**src/rtl/demux_tdm_4ch_if.sv**
```systemverilog
// Bus bundle for the four-lane TDM demultiplexer: serial sample input on one
// side, the four parallel lanes plus framing status on the other.
interface demux_tdm_4ch_if #(
  parameter int WIDTH = 1
);
  logic [WIDTH-1:0] in_data;
  logic             in_valid;
  logic             in_sync;
  logic [WIDTH-1:0] out0;
  logic [WIDTH-1:0] out1;
  logic [WIDTH-1:0] out2;
  logic [WIDTH-1:0] out3;
  logic             out_valid;
  logic             locked;
  logic             sync_err;
  logic [1:0]       slot;

  // The sample source drives the serial side and observes the framed lanes.
  modport master (
    output in_data, in_valid, in_sync,
    input  out0, out1, out2, out3, out_valid, locked, sync_err, slot
  );

  // The demultiplexer consumes the serial side and drives the framed lanes.
  modport slave (
    input  in_data, in_valid, in_sync,
    output out0, out1, out2, out3, out_valid, locked, sync_err, slot
  );
endinterface

```
**src/rtl/demux_tdm_4ch.sv**
```systemverilog
// Four-lane time-division demultiplexer. Aligns to the slot-0 sync marker,
// stages slots 0..2 and publishes a whole frame at once when slot 3 arrives.
module demux_tdm_4ch #(
  parameter int WIDTH = 1
) (
  input  logic            clk,
  input  logic            reset_n,
  demux_tdm_4ch_if.slave  bus
);

  typedef enum logic {HUNT, LOCKED} state_t;

  state_t           state, state_nxt;
  logic [1:0]       slot, slot_nxt;
  logic [WIDTH-1:0] stage0, stage1, stage2;
  logic [WIDTH-1:0] stage0_nxt, stage1_nxt, stage2_nxt;
  logic [WIDTH-1:0] lane0, lane1, lane2, lane3;
  logic [WIDTH-1:0] lane0_nxt, lane1_nxt, lane2_nxt, lane3_nxt;
  logic             out_valid_q, out_valid_nxt;
  logic             sync_err_q, sync_err_nxt;
  logic             accept;
  logic             misaligned;

  assign accept     = bus.in_valid;
  assign misaligned = bus.in_sync && (slot != 2'd0);

  // Next-state logic: hunt for the marker, then steer each accepted sample
  // into its slot; the slot-3 sample goes straight to lane 3 so only three
  // staging registers are needed. A sync seen mid-frame restarts the frame.
  always_comb begin
    state_nxt     = state;
    slot_nxt      = slot;
    stage0_nxt    = stage0;
    stage1_nxt    = stage1;
    stage2_nxt    = stage2;
    lane0_nxt     = lane0;
    lane1_nxt     = lane1;
    lane2_nxt     = lane2;
    lane3_nxt     = lane3;
    out_valid_nxt = 1'b0;
    sync_err_nxt  = 1'b0;

    if (accept) begin
      case (state)
        HUNT: begin
          if (bus.in_sync) begin
            stage0_nxt = bus.in_data;
            slot_nxt   = 2'd1;
            state_nxt  = LOCKED;
          end
        end
        LOCKED: begin
          if (misaligned) begin
            sync_err_nxt = 1'b1;
            stage0_nxt   = bus.in_data;
            stage1_nxt   = '0;
            stage2_nxt   = '0;
            slot_nxt     = 2'd1;
          end else begin
            case (slot)
              2'd0: stage0_nxt = bus.in_data;
              2'd1: stage1_nxt = bus.in_data;
              2'd2: stage2_nxt = bus.in_data;
              default: begin
                lane0_nxt     = stage0;
                lane1_nxt     = stage1;
                lane2_nxt     = stage2;
                lane3_nxt     = bus.in_data;
                out_valid_nxt = 1'b1;
              end
            endcase
            slot_nxt = slot + 2'd1;
          end
        end
        default: state_nxt = HUNT;
      endcase
    end
  end

  // State, staging and lane registers; reset drops any partial frame.
  always_ff @(posedge clk or negedge reset_n) begin
    if (!reset_n) begin
      state       <= HUNT;
      slot        <= 2'd0;
      stage0      <= '0;
      stage1      <= '0;
      stage2      <= '0;
      lane0       <= '0;
      lane1       <= '0;
      lane2       <= '0;
      lane3       <= '0;
      out_valid_q <= 1'b0;
      sync_err_q  <= 1'b0;
    end else begin
      state       <= state_nxt;
      slot        <= slot_nxt;
      stage0      <= stage0_nxt;
      stage1      <= stage1_nxt;
      stage2      <= stage2_nxt;
      lane0       <= lane0_nxt;
      lane1       <= lane1_nxt;
      lane2       <= lane2_nxt;
      lane3       <= lane3_nxt;
      out_valid_q <= out_valid_nxt;
      sync_err_q  <= sync_err_nxt;
    end
  end

  assign bus.out0      = lane0;
  assign bus.out1      = lane1;
  assign bus.out2      = lane2;
  assign bus.out3      = lane3;
  assign bus.out_valid = out_valid_q;
  assign bus.sync_err  = sync_err_q;
  assign bus.locked    = (state == LOCKED);
  assign bus.slot      = slot;

endmodule

```
**src/flat_wrapper.sv**
```systemverilog
// flat-port wrapper written by rule: the top's interface ports become plain ports
module demux_tdm_4ch_flat 
#(
  parameter int WIDTH = 1
)
  (clk, reset_n, bus_in_data, bus_in_valid, bus_in_sync, bus_out0, bus_out1, bus_out2, bus_out3, bus_out_valid, bus_locked, bus_sync_err, bus_slot);
  demux_tdm_4ch_if #(.WIDTH(WIDTH)) bus_i ();
  input  logic clk;
  input  logic reset_n;
  input wire logic [$bits(bus_i.in_data)-1:0] bus_in_data;
  input wire logic [$bits(bus_i.in_valid)-1:0] bus_in_valid;
  input wire logic [$bits(bus_i.in_sync)-1:0] bus_in_sync;
  output wire logic [$bits(bus_i.out0)-1:0] bus_out0;
  output wire logic [$bits(bus_i.out1)-1:0] bus_out1;
  output wire logic [$bits(bus_i.out2)-1:0] bus_out2;
  output wire logic [$bits(bus_i.out3)-1:0] bus_out3;
  output wire logic [$bits(bus_i.out_valid)-1:0] bus_out_valid;
  output wire logic [$bits(bus_i.locked)-1:0] bus_locked;
  output wire logic [$bits(bus_i.sync_err)-1:0] bus_sync_err;
  output wire logic [$bits(bus_i.slot)-1:0] bus_slot;
  assign bus_i.in_data = bus_in_data;
  assign bus_i.in_valid = bus_in_valid;
  assign bus_i.in_sync = bus_in_sync;
  assign bus_out0 = bus_i.out0;
  assign bus_out1 = bus_i.out1;
  assign bus_out2 = bus_i.out2;
  assign bus_out3 = bus_i.out3;
  assign bus_out_valid = bus_i.out_valid;
  assign bus_locked = bus_i.locked;
  assign bus_sync_err = bus_i.sync_err;
  assign bus_slot = bus_i.slot;
  demux_tdm_4ch #(.WIDTH(WIDTH)) u_core (.clk(clk), .reset_n(reset_n), .bus(bus_i));
endmodule
```
**config.mk**
```make
export PLATFORM = sky130hd
export DESIGN_NAME = demux_tdm_4ch_flat
export DESIGN_NICKNAME = d
export VERILOG_FILES = /design/src/rtl/demux_tdm_4ch_if.sv /design/src/rtl/demux_tdm_4ch.sv /design/src/flat_wrapper.sv
export SDC_FILE = /design/constraint.sdc
export NUM_CORES = 1
export LEC_CHECK = 0
export BUFFER_PORTS_ARGS = -buffer_cell sky130_fd_sc_hd__buf_2
export CAP_MARGIN = 30
export CORE_AREA = 3 3 40 42
export DETAILED_ROUTE_END_ITERATION = 12
export DIE_AREA = 0 0 43 45
export PLACE_DENSITY = 0.66
export SLEW_MARGIN = 25
export SYNTH_ARGS = -nofsm -noshare
export SYNTH_HDL_FRONTEND = slang
export SYNTH_SLANG_ARGS = --single-unit
```
**constraint.sdc**
```tcl
create_clock -name clk -period 2 [get_ports clk]
set_input_delay 0.2 -clock clk [delete_from_list [all_inputs] [get_ports clk]]
set_output_delay 0.2 -clock clk [all_outputs]
set_load 0.01 [all_outputs]
```
==> results_dict.tcl <==
set metrics [dict create \
    outcome "completed" \
    wl_per_cell_um 12.88 \
    ys_seq_area_share_pct 53.33 \
    overflow 0 \
    ir_worst_vdd_mv 0.8643 \
    final_max_slew_viol_count 0 \
    fill_cells 121 \
    worstHoldStart "bus_in_data" \
    die_x_um 43 \
    cp.required_ns 2.16 \
    p_per_area_nw_per_um2 1193 \
    clock_skew_ns 0.003044 \
    layout.nets 68 \
    p_leak_nw 0.3460 \
    grt_pass1_wl_mm 1.649 \
    worst_setup_path_start_kind "register" \
    relSlewSlack_pct 81.95 \
    fp.dieH_um 45 \
    synth-seq-cells 12 \
    avgSynthCellArea_um2 13.41 \
    fmax_ghz 0.6485 \
    drt_wl_total_um 966 \
    crit_path_cell_trace "inv_1 > ha_1 > nand2b_2 > nand3_4 > inv_2 > mux2_4" \
    yosysWarnings 0 \
    start_util_pct 43.82 \
    power.total_w 0.0008273 \
    ant_nets 0 \
    worstMarginPinSlew_ns 0.2708 \
    cts.reportedPaths.clkPinSlew_ns 0.08 \
    multi_input_area_um2 251.5 \
    place_area_um2 646.9 \
    pin_count 14 \
    syn_inst 42 \
    via_count 393 \
    routabilityCongestion 0.7399 \
    cp_data_arrival_time_ns 1.70 \
    pre_cts_ws_ns 0.4726 \
    antennaDiodeCount 0 \
    setup_slack_ns 0.4580 \
    seq_area_um2 300.3 \
    worstReg2RegStart "u_core.bus.slot[0]$_DFFE_PN0P_" \
    setup_viol 0 \
    cp-startpoint "u_core.bus.slot[0]$_DFFE_PN0P_" \
    drv_cap 0 \
    path_buf_inv 2 \
    cts_tree "built" \
    htree_levels 1 \
    fin_crit_ns 1.542 \
    regMostFlops "u_core.bus.slot" \
    cp-end-kind "register" \
    clockBufferDepth 2 \
    largest_reg_flops 2 \
    rsz0062_at_grt "false" \
    setup_tns_ns 0 \
    hp-class "input pin to register" \
    grt_usage_pct 11.73 \
    vias_per_cell 5.240 \
    criticalPathCategory "register to register" \
    final_cell_mix "buf_2 (13), dfrtp_1 (12)" \
    coreArea_um2 1285 \
    clock_sinks 12 \
    dieArea_um2 1935 \
    syn-cell-area_um2 563.0 \
    layout-drive-gt1-share_pct 46.67 \
    hold_viol_final 0 \
    cts_made_buffers 3 \
    port_buffers 13 \
    period_share_pct 77.10 \
    clock_latency_ns 0.27 \
    grt_max_degree 13 \
    netlist-cell-type-count 20 \
    area_delta_synth_final_pct 23.11 \
    slowest_delay_ns 0.41 \
    drt_iter0_drc 0 \
    rows 13 \
    cts_resized 0 \
    drc_errors 0 \
    dr.pass1.iters 1 \
    cts_root_buf "clkbuf_4" \
    cts_setup_buffers 0 \
    cpLargestDelayFamily "flip-flops" \
    final_common_cell "buf_2" \
    synth_nets 49 \
    antenna_found_initial 0 \
    grt_pass1_vias 412 \
    cp_max_fo 5 \
    dpl.hpwl_um 743.8 \
    cp_slowest_cell "dfrtp_1" \
    fin_area_um2 693.2 \
]
==> final timing paths <==
kind	end	cells after the start	slack, ns
max	u_core.bus.out1$_DFFE_PN0P_	6	0.46
min	u_core.bus.out3$_DFFE_PN0P_	2	0.18
max reg2reg	u_core.bus.out1$_DFFE_PN0P_	6	0.46
min reg2reg	u_core.bus.out3$_DFFE_PN0P_	1	0.49
max in group asynchronous	u_core.bus.out2$_DFFE_PN0P_	2	1.46
min in group asynchronous	u_core.stage0$_DFFE_PN0P_	2	0.33
==> area by class of cell <==
cell class | instances | area share [%]
Clock buffer | 4 | 5.235
Inverter | 3 | 1.625
Multi-Input combinational cell | 27 | 36.28
Sequential cell | 12 | 43.32
Tap cell | 15 | 2.708
Timing Repair Buffer | 14 | 10.83
==> cell families after synthesis <==
| group | Yosys count | synth area share (%) |
|---|---|---|
| flops | 12 | 53.33 |
| simple gates | 9 | 12.00 |
| compound gates | 8 | 11.56 |
| mux | 8 | 16.67 |
| buf+inv | 3 | 2.000 |
| fa+ha+maj | 2 | 4.444 |
==> report_power, final <==
group          leakage, nW  internal (W)  switching [W]
registers            0.146      0.000321      0.0000530
clock network       0.0210      0.000111      0.0000796
logic                0.179      0.000140       0.000123
total                0.346      0.000572       0.000255
==> metrics by stage <==
stage / hold slack (ns) / instances / utilization, %
final: 0.1839 / 75 / 53.94
after CTS: 0.1803 / 75 / 53.94
after global routing: 0.1847 / 75 / 53.94
after detailed placement: 0.09346 / 70 / 50.34
after floorplan: -0.09559 / 42 / -
after global placement: 0.09168 / 70 / 50.34
==> metal layers <==
metal | part of all wire, % | global-route usage, %
met1 | 44 | 13.78
met4 | 0 | 3.614
met3 | 9.3 | 6.773
met2 | 47 | 18.26
met5 | 0 | 0
==> what timing repair did <==
| action | in CTS | in global routing |
|---|---|---|
| endpoints found under the setup margin | 0 | 0 |
| hold buffers | 1 | 0 |
| hold endpoints to repair | 12 | 0 |
==> synthesized netlist by cell type (all sizes together) <==
master  count  area [µm²]
mux2        5       63.81
dfrtp      12       300.3
mux2i       3       30.03
and2        2       16.27
a21o        2       17.52
o21ai       1       5.000
ha          2       25.02
nand2b      1       8.760
a22o        1       8.760
nand2       3       11.26
inv         3       11.26
o2111a      1       11.26
o211ai      3       22.52
and2b       1       8.760
nand3       2       22.52
==> worst register-to-register path: stages (launching register included) <==
cell	delay (ns)
dfrtp_1	0.41
inv_1	0.12
ha_1	0.24
nand2b_2	0.21
nand3_4	0.10
inv_2	0.06
mux2_4	0.29
No activity file was read; power rests on OpenSTA's default activity.
